`src/rtl/pid_controller_mc_pkg.sv`:
```
// Shared types and helpers for the multi-channel PID controller.
// Optional feature macro used by this block: PID_DERIV_ON_MEAS_EN.
package pid_pkg;

    localparam int PID_DW    = 8;
    localparam int PID_GW    = 8;
    localparam int PID_FRAC  = 4;
    localparam int PID_ACC_W = 24;
    localparam int PID_NCH   = 4;

    typedef enum logic [2:0] {
        IDLE,
        MUL_P,
        MUL_I,
        MUL_D,
        SUM,
        OUT
    } state_e;

    function automatic logic signed [63:0] sat_acc(
        input logic signed [63:0] x,
        input int                 w
    );
        logic signed [63:0] hi;
        logic signed [63:0] lo;
        hi = (64'sd1 <<< (w - 1)) - 64'sd1;
        lo = -hi - 64'sd1;
        if (x > hi) return hi;
        if (x < lo) return lo;
        return x;
    endfunction

endpackage

```
`src/rtl/pid_controller_mc_if.sv`:
```
// Sample-in / result-out valid-ready bundle for pid_controller_mc.
// The controller side uses the slave modport.
interface pid_controller_mc_if
    import pid_pkg::*;
#(
    parameter int DW = PID_DW,
    parameter int GW = PID_GW,
    parameter int CW = 2
);
    logic          in_valid;
    logic          in_ready;
    logic [CW-1:0] in_ch;
    logic          in_clear;
    logic [DW-1:0] setpoint;
    logic [DW-1:0] feedback;
    logic [GW-1:0] kp;
    logic [GW-1:0] ki;
    logic [GW-1:0] kd;
    logic          out_valid;
    logic          out_ready;
    logic [CW-1:0] out_ch;
    logic [DW-1:0] control_signal;
    logic          sat_hi;
    logic          sat_lo;

    modport master (
        output in_valid, in_ch, in_clear,
        output setpoint, feedback,
        output kp, ki, kd, out_ready,
        input  in_ready, out_valid, out_ch,
        input  control_signal, sat_hi, sat_lo
    );

    modport slave (
        input  in_valid, in_ch, in_clear,
        input  setpoint, feedback,
        input  kp, ki, kd, out_ready,
        output in_ready, out_valid, out_ch,
        output control_signal, sat_hi, sat_lo
    );
endinterface

```
`src/rtl/pid_controller_mc_sat.sv`:
```
// Signed-to-unsigned clamp: x limited to [0, 2^DW-1] with
// high/low saturation flags.
module pid_sat #(
    parameter int IW = 26,
    parameter int DW = 8
) (
    input  logic signed [IW-1:0] x,
    output logic        [DW-1:0] value,
    output logic                 hi,
    output logic                 lo
);
    assign lo    = x[IW-1];
    assign hi    = !x[IW-1] && (|x[IW-2:DW]);
    assign value = hi ? '1 : (lo ? '0 : x[DW-1:0]);
endmodule

```
`src/rtl/pid_controller_mc.sv`:
```
// Time-multiplexed NCH-channel PID loop sharing one signed multiplier.
// Define PID_DERIV_ON_MEAS_EN for derivative-on-measurement.
module pid_controller_mc
    import pid_pkg::*;
#(
    parameter int DW    = PID_DW,
    parameter int GW    = PID_GW,
    parameter int FRAC  = PID_FRAC,
    parameter int ACC_W = PID_ACC_W,
    parameter int NCH   = PID_NCH,
    parameter int CW    = (NCH > 1) ? $clog2(NCH) : 1
) (
    input logic               clk,
    input logic               rst_n,
    pid_controller_mc_if.slave bus
);
    localparam int PW = DW + GW + 3;
    localparam int SW = ACC_W + 2;

    state_e state_q, state_d;

    logic [CW-1:0]          ch_q;
    logic                   clr_q;
    logic [GW-1:0]          kp_q, ki_q, kd_q;
    logic signed [DW:0]     err_q;
    logic signed [PW-1:0]   p_q, d_q;
    logic signed [ACC_W-1:0] icand_q;
    logic signed [ACC_W-1:0] integ_q [NCH];
    logic signed [DW:0]     prev_q  [NCH];
    logic [DW-1:0]          ctl_q;
    logic [CW-1:0]          och_q;
    logic                   hi_q, lo_q;
`ifdef PID_DERIV_ON_MEAS_EN
    logic [DW-1:0]          fb_q;
`endif

    logic                    ch_ok;
    logic signed [ACC_W-1:0] integ_cur;
    logic signed [DW:0]      prev_cur;
    logic signed [DW+1:0]    diff;
    logic signed [GW:0]      mul_a;
    logic signed [DW+1:0]    mul_b;
    logic signed [PW-1:0]    prod;
    logic signed [63:0]      isum;
    logic signed [SW-1:0]    total;
    logic [DW-1:0]           sat_val;
    logic                    sat_hi_w, sat_lo_w;
    logic                    err_pos, err_neg, commit;

    assign ch_ok     = 32'(bus.in_ch) < NCH;
    assign integ_cur = clr_q ? '0 : integ_q[ch_q];
    assign prev_cur  = clr_q ? '0 : prev_q[ch_q];

`ifdef PID_DERIV_ON_MEAS_EN
    assign diff = (DW+2)'(prev_cur)
                - (DW+2)'($signed({1'b0, fb_q}));
`else
    assign diff = (DW+2)'(err_q) - (DW+2)'(prev_cur);
`endif

    always_comb begin
        mul_a = '0;
        mul_b = '0;
        unique case (state_q)
            MUL_P: begin
                mul_a = {1'b0, kp_q};
                mul_b = (DW+2)'(err_q);
            end
            MUL_I: begin
                mul_a = {1'b0, ki_q};
                mul_b = (DW+2)'(err_q);
            end
            MUL_D: begin
                mul_a = {1'b0, kd_q};
                mul_b = diff;
            end
            default: ;
        endcase
    end

    assign prod  = PW'(mul_a) * PW'(mul_b);
    assign isum  = 64'(integ_cur) + 64'(prod);
    assign total = (SW'(p_q) + SW'(icand_q) + SW'(d_q)) >>> FRAC;

    pid_sat #(
        .IW (SW),
        .DW (DW)
    ) u_sat (
        .x     (total),
        .value (sat_val),
        .hi    (sat_hi_w),
        .lo    (sat_lo_w)
    );

    assign err_pos = !err_q[DW] && (|err_q);
    assign err_neg = err_q[DW];
    // Conditional integration: freeze the integrator while pushing further into saturation.
    assign commit  = !((sat_hi_w && err_pos) || (sat_lo_w && err_neg));

    always_ff @(posedge clk or negedge rst_n) begin
        if (!rst_n) state_q <= IDLE;
        else        state_q <= state_d;
    end

    always_comb begin
        state_d = state_q;
        unique case (state_q)
            IDLE:  if (bus.in_valid && ch_ok) state_d = MUL_P;
            MUL_P: state_d = MUL_I;
            MUL_I: state_d = MUL_D;
            MUL_D: state_d = SUM;
            SUM:   state_d = OUT;
            OUT:   if (bus.out_ready) state_d = IDLE;
            default: state_d = IDLE;
        endcase
    end

    always_ff @(posedge clk or negedge rst_n) begin
        if (!rst_n) begin
            ch_q    <= '0;
            clr_q   <= 1'b0;
            kp_q    <= '0;
            ki_q    <= '0;
            kd_q    <= '0;
            err_q   <= '0;
            p_q     <= '0;
            d_q     <= '0;
            icand_q <= '0;
            ctl_q   <= '0;
            och_q   <= '0;
            hi_q    <= 1'b0;
            lo_q    <= 1'b0;
`ifdef PID_DERIV_ON_MEAS_EN
            fb_q    <= '0;
`endif
            for (int i = 0; i < NCH; i++) begin
                integ_q[i] <= '0;
                prev_q[i]  <= '0;
            end
        end else begin
            unique case (state_q)
                IDLE: if (bus.in_valid) begin
                    ch_q  <= bus.in_ch;
                    clr_q <= bus.in_clear;
                    kp_q  <= bus.kp;
                    ki_q  <= bus.ki;
                    kd_q  <= bus.kd;
                    err_q <= $signed({1'b0, bus.setpoint})
                           - $signed({1'b0, bus.feedback});
`ifdef PID_DERIV_ON_MEAS_EN
                    fb_q  <= bus.feedback;
`endif
                end
                MUL_P: p_q <= prod;
                MUL_I: icand_q <= ACC_W'(sat_acc(isum, ACC_W));
                MUL_D: d_q <= prod;
                SUM: begin
                    ctl_q <= sat_val;
                    hi_q  <= sat_hi_w;
                    lo_q  <= sat_lo_w;
                    och_q <= ch_q;
                    if (commit)     integ_q[ch_q] <= icand_q;
                    else if (clr_q) integ_q[ch_q] <= '0;
`ifdef PID_DERIV_ON_MEAS_EN
                    prev_q[ch_q] <= $signed({1'b0, fb_q});
`else
                    prev_q[ch_q] <= err_q;
`endif
                end
                default: ;
            endcase
        end
    end

    assign bus.in_ready       = (state_q == IDLE);
    assign bus.out_valid      = (state_q == OUT);
    assign bus.out_ch         = och_q;
    assign bus.control_signal = ctl_q;
    assign bus.sat_hi         = hi_q;
    assign bus.sat_lo         = lo_q;
endmodule

```
`src/flat_wrapper.sv`:
```
// flat-port wrapper written by rule: the top's interface ports become plain ports
module pid_controller_mc_flat import pid_pkg::*;
#(
    parameter int DW    = PID_DW,
    parameter int GW    = PID_GW,
    parameter int FRAC  = PID_FRAC,
    parameter int ACC_W = PID_ACC_W,
    parameter int NCH   = PID_NCH,
    parameter int CW    = (NCH > 1) ? $clog2(NCH) : 1
)
  (clk, rst_n, bus_in_valid, bus_in_ch, bus_in_clear, bus_setpoint, bus_feedback, bus_kp, bus_ki, bus_kd, bus_out_ready, bus_in_ready, bus_out_valid, bus_out_ch, bus_control_signal, bus_sat_hi, bus_sat_lo);
  pid_controller_mc_if #(.DW(DW), .GW(GW), .CW(CW)) bus_i ();
  input logic clk;
  input logic rst_n;
  input wire logic [$bits(bus_i.in_valid)-1:0] bus_in_valid;
  input wire logic [$bits(bus_i.in_ch)-1:0] bus_in_ch;
  input wire logic [$bits(bus_i.in_clear)-1:0] bus_in_clear;
  input wire logic [$bits(bus_i.setpoint)-1:0] bus_setpoint;
  input wire logic [$bits(bus_i.feedback)-1:0] bus_feedback;
  input wire logic [$bits(bus_i.kp)-1:0] bus_kp;
  input wire logic [$bits(bus_i.ki)-1:0] bus_ki;
  input wire logic [$bits(bus_i.kd)-1:0] bus_kd;
  input wire logic [$bits(bus_i.out_ready)-1:0] bus_out_ready;
  output wire logic [$bits(bus_i.in_ready)-1:0] bus_in_ready;
  output wire logic [$bits(bus_i.out_valid)-1:0] bus_out_valid;
  output wire logic [$bits(bus_i.out_ch)-1:0] bus_out_ch;
  output wire logic [$bits(bus_i.control_signal)-1:0] bus_control_signal;
  output wire logic [$bits(bus_i.sat_hi)-1:0] bus_sat_hi;
  output wire logic [$bits(bus_i.sat_lo)-1:0] bus_sat_lo;
  assign bus_i.in_valid = bus_in_valid;
  assign bus_i.in_ch = bus_in_ch;
  assign bus_i.in_clear = bus_in_clear;
  assign bus_i.setpoint = bus_setpoint;
  assign bus_i.feedback = bus_feedback;
  assign bus_i.kp = bus_kp;
  assign bus_i.ki = bus_ki;
  assign bus_i.kd = bus_kd;
  assign bus_i.out_ready = bus_out_ready;
  assign bus_in_ready = bus_i.in_ready;
  assign bus_out_valid = bus_i.out_valid;
  assign bus_out_ch = bus_i.out_ch;
  assign bus_control_signal = bus_i.control_signal;
  assign bus_sat_hi = bus_i.sat_hi;
  assign bus_sat_lo = bus_i.sat_lo;
  pid_controller_mc #(.DW(DW), .GW(GW), .FRAC(FRAC), .ACC_W(ACC_W), .NCH(NCH), .CW(CW)) u_core (.clk(clk), .rst_n(rst_n), .bus(bus_i));
endmodule
```
`config.mk`:
```
export PLATFORM = sky130hd
export DESIGN_NAME = pid_controller_mc_flat
export DESIGN_NICKNAME = d
export VERILOG_FILES = /design/src/rtl/pid_controller_mc_pkg.sv /design/src/rtl/pid_controller_mc_if.sv /design/src/rtl/pid_controller_mc_sat.sv /design/src/rtl/pid_controller_mc.sv /design/src/flat_wrapper.sv
export SDC_FILE = /design/constraint.sdc
export NUM_CORES = 1
export LEC_CHECK = 0
export ABC_AREA = 1
export CAP_MARGIN = 20
export CORE_ASPECT_RATIO = 1.5
export CORE_UTILIZATION = 52
export CTS_BUF_LIST = sky130_fd_sc_hd__clkbuf_4
export DETAILED_ROUTE_END_ITERATION = 7
export GPL_TIMING_DRIVEN = 0
export PLACE_DENSITY = 0.67
export SLEW_MARGIN = 40
export SYNTH_ARGS = -nofsm -noshare
export SYNTH_HDL_FRONTEND = slang
export SYNTH_SLANG_ARGS = --single-unit
export TNS_END_PERCENT = 10
```
`constraint.sdc`:
```
create_clock -name clk -period 10.2 [get_ports clk]
set_input_delay 1.53 -clock clk [delete_from_list [all_inputs] [get_ports clk]]
set_output_delay 1.53 -clock clk [all_outputs]
set_load 0.03 [all_outputs]
```
==> summary.md <==
| Metric | Value |
|---|---|
| Run status | completed |
| Fmax | 105.3 MHz |
| Pre-antenna DRT Iters | 7 |
| GR Util All Layers | 0.2919 |
| R2r endpoint | u_core.icand_q[12] |
| Worst skew pair latency | 0.75 ns |
| Worst Reg-to-Reg Cells | 51 |
| Crit path capture | u_core.icand_q[12] |
| Area delta synth->final | 12.06% |
| Final GP Congestion | 0.9514 |
| Synthesized area per cell | 7.371 um^2 |
| Yosys warning total | 0 |
| Arrival @ worst endpoint | 10.09 ns |
| Slew headroom | 0.4016 |
| Setup violations, final | 0 |
| TritonCTS Buffers | 66 |
| Pin count of the biggest net entering global routing | 77 |
| CTS clk-pin slew, worst paths | 0.08 ns |
| Htree depth | 3 |
| Reg2reg start | u_core.ch_q[1] |
| Fraction of the yosys area taken by sequential cells | 0.3421 |
| Period utilization | 0.9308 |
| Category of the worst setup path launch point | flop |
| Vias per cell | 5.318 |
| Max Cap Viol | 0 |
| Total gr overflow | 0 |
| Initial antenna violation count | 2 |
| FP Rows | 82 |
| Post-Route WL | 49.10 mm |
| Number of synthesized flops with an enable pin | 0 |
| Crit-path max cell delay | 0.58 ns |
| PortBufs | 60 |
| Clock skew | 0.03882 ns |
| Post-Route Setup TNS | 0 ns |
| Final hold violation count | 0 |
| Antenna-violating nets left | 0 |
| Post-Syn Nets | 2,671 |
| Filler cells | 3,242 |
| Nets | 2,806 |
| Clk Tree Root Cell | clkbuf_4 |
| Vias in the first global route | 16,290 |
| Synth Flop Type | dfrtp_1 |
| TritonCTS clock tree | yes |
| Core area | 33,650 um^2 |
| Yosys reg bits | 245 |
| DRC viols | 0 |
| Worst setup EP type | flop |
| Clk buf depth | 3 |
| Reg-to-reg slack, setup | 0.71 ns |
| Share of cells above drive strength 1 | 0.06746 |
| Worst-Margin Slew | 0.8976 ns |
| Chip width | 153.6 um |
| Core Util, Final | 0.5967 |
| Die area | 35,220 um^2 |
| Synthesized area | 17,920 um^2 |
| WP data required | 10.80 ns |
| Cells after DPL | 2,914 |
| Wire per inst | 16.20 um |
| Vias | 16,120 |
| First-pass GRT wire length | 80.45 mm |
| Crit. Startpoint | u_core.ch_q[1] |
| Hold-fix buffers, CTS | 0 |
| Final Max Slew Viols | 0 |
| Final HPWL DP | 38.56 mm |
| Iteration-0 DRC Markers | 910 |
| Non-Filler Instances | 3,031 |
| Critical path class | flop to flop |
| Sink Count | 245 |
| Placement Cell Area | 19,130 um^2 |
| Hold crit path type | flop to flop |
| Fin crit period | 9.494 ns |
| Slowest cell on the critical path | fa_1 |
| # IOs | 61 |
| CP dominant cell by count | nand2_1 |
| Initial Util | 0.5325 |
| Design area | 20,080 um^2 |
| Worst-path fanout max | 10 |
| Post-Syn Instances | 2,431 |
| Synth cell types | 41 |
| Die Y | 229.4 um |
| Async S/R FF share, synth | 1.000 |
-- synth_stat cells (4+ instances only) --
cell | number | area share
dfrtp_1 | 245 | 0.34
nand4_1 | 14 | 0.0049
nor3_1 | 11 | 0.0031
buf_6 | 4 | 0.0025
o22ai_1 | 20 | 0.0070
inv_1 | 379 | 0.079
o21ai_1 | 5 | 0.0014
nand2_1 | 832 | 0.17
a21o_1 | 12 | 0.0050
clkinv_1 | 6 | 0.0013
buf_2 | 9 | 0.0025
fa_1 | 86 | 0.096
nor4_1 | 4 | 0.0014
a21oi_1 | 106 | 0.030
o21bai_1 | 7 | 0.0029
nand2_2 | 4 | 0.0014
o21ai_0 | 110 | 0.031
a22oi_1 | 50 | 0.021
clkbuf_1 | 48 | 0.010
ha_1 | 107 | 0.075
a31oi_1 | 11 | 0.0038
inv_2 | 10 | 0.0021
xnor2_1 | 23 | 0.011
buf_4 | 11 | 0.0046
nor2_1 | 150 | 0.031
nand3_1 | 119 | 0.033
nor2_2 | 6 | 0.0021
xor2_1 | 20 | 0.0098
-- registers in the layout, indices dropped and copies added, names as in the netlist, 3 cells and up --
name	count
u_core.d_q	19
u_core.ki_q	8
u_core.integ_q	96
u_core.icand_q	24
u_core.p_q	19
u_core.bus.control_signal	8
u_core.prev_q	36
u_core.state_q	3
u_core.kp_q	8
u_core.kd_q	8
u_core.err_q	9
-- stage by stage --
stage | setup WS, ns | hold slack, ns
final | 0.7059 | 0.4727
after floorplan | 1.952 | 0.4426
after global placement | -2.707 | 0.4539
after detailed placement | -0.05734 | 0.4590
after CTS | 0.07157 | 0.4745
after global routing | -0.05713 | 0.4970
-- critical path: cells and delay by family (launching register included) --
| kind | cells | cell delay, ns |
|---|---|---|
| AOI/OAI and AO/OA | 11 | 2.01 |
| xor gates and xnor gates | 1 | 0.19 |
| adders and majority gates | 7 | 3.24 |
| buffers and inverters | 9 | 0.80 |
| DFF | 1 | 0.46 |
| and+or+nand+nor | 23 | 2.63 |
-- cells by family (layout without fill, tap and decap cells) --
group                    count (synthesis)  after routing  synth area share
flip-flops                             245            245            0.3421
buffers and inverters                  467            645            0.1024
AND/OR/NAND/NOR                       1152           1152            0.2578
adder cells (fa/ha/maj)                193            193            0.1708
other                                    0              2                 0
XOR/XNOR                                43             43           0.02102
AO/OA/AOI/OAI                          331            331            0.1059
-- how the worst min path moves through the flow --
stage / startpoint / to / slack, ns / cells past startpoint
floorplan: u_core.integ_q[24] / u_core.integ_q[24] / 0.44 / 2
global placement: u_core.integ_q[40] / u_core.integ_q[40] / 0.45 / 2
detailed placement: u_core.integ_q[25] / u_core.integ_q[25] / 0.46 / 2
CTS: u_core.integ_q[39] / u_core.integ_q[39] / 0.47 / 2
global route: u_core.integ_q[74] / u_core.integ_q[74] / 0.50 / 2
finish: u_core.integ_q[39] / u_core.integ_q[39] / 0.47 / 2
-- final cells by class --
type | count | area [um^2] | share of cell area
antenna | 2 | 5.005 | 0.0002492
sequential | 245 | 6133 | 0.3054
inverter | 395 | 1490 | 0.07421
buffer | 72 | 352.8 | 0.01757
clock inverter | 14 | 121.4 | 0.006044
clock buffer | 97 | 728.2 | 0.03626
timing repair buffer | 67 | 718.2 | 0.03577
multi-input combinational | 1719 | 10010 | 0.4983
tap | 420 | 525.5 | 0.02617
-- cell usage in the layout (no fill, tap or decap), drive strengths merged, types with 12 or more instances in the layout --
cell type,Yosys,final
a21o,12,12
a21oi,106,106
a22oi,50,50
buf,24,32
clkbuf,48,145
clkdlybuf4s50,0,59
clkinv,6,14
dfrtp,245,245
fa,86,86
ha,107,107
inv,389,391
nand2,839,839
nand3,122,122
nand4,14,14
nor2,156,156
nor3,12,12
o21ai,115,115
o22ai,20,20
xnor2,23,23
xor2,20,20
-- metal layers --
metal,routed length (um),GRT usage
met2,25630,0.5357
met5,0,0
met3,2419,0.04068
met1,18590,0.3230
met4,2458,0.1575
-- what timing repair did --
action                                  CTS  global route
pin swaps                                 0             2
gates cloned                              0             0
setup buffers                             0             4
resized for setup                         3            17
endpoints found under the setup margin   20            24
Power is not shown: default switching activity piles up to over one toggle a cycle in this logic, so the estimate is an artifact.
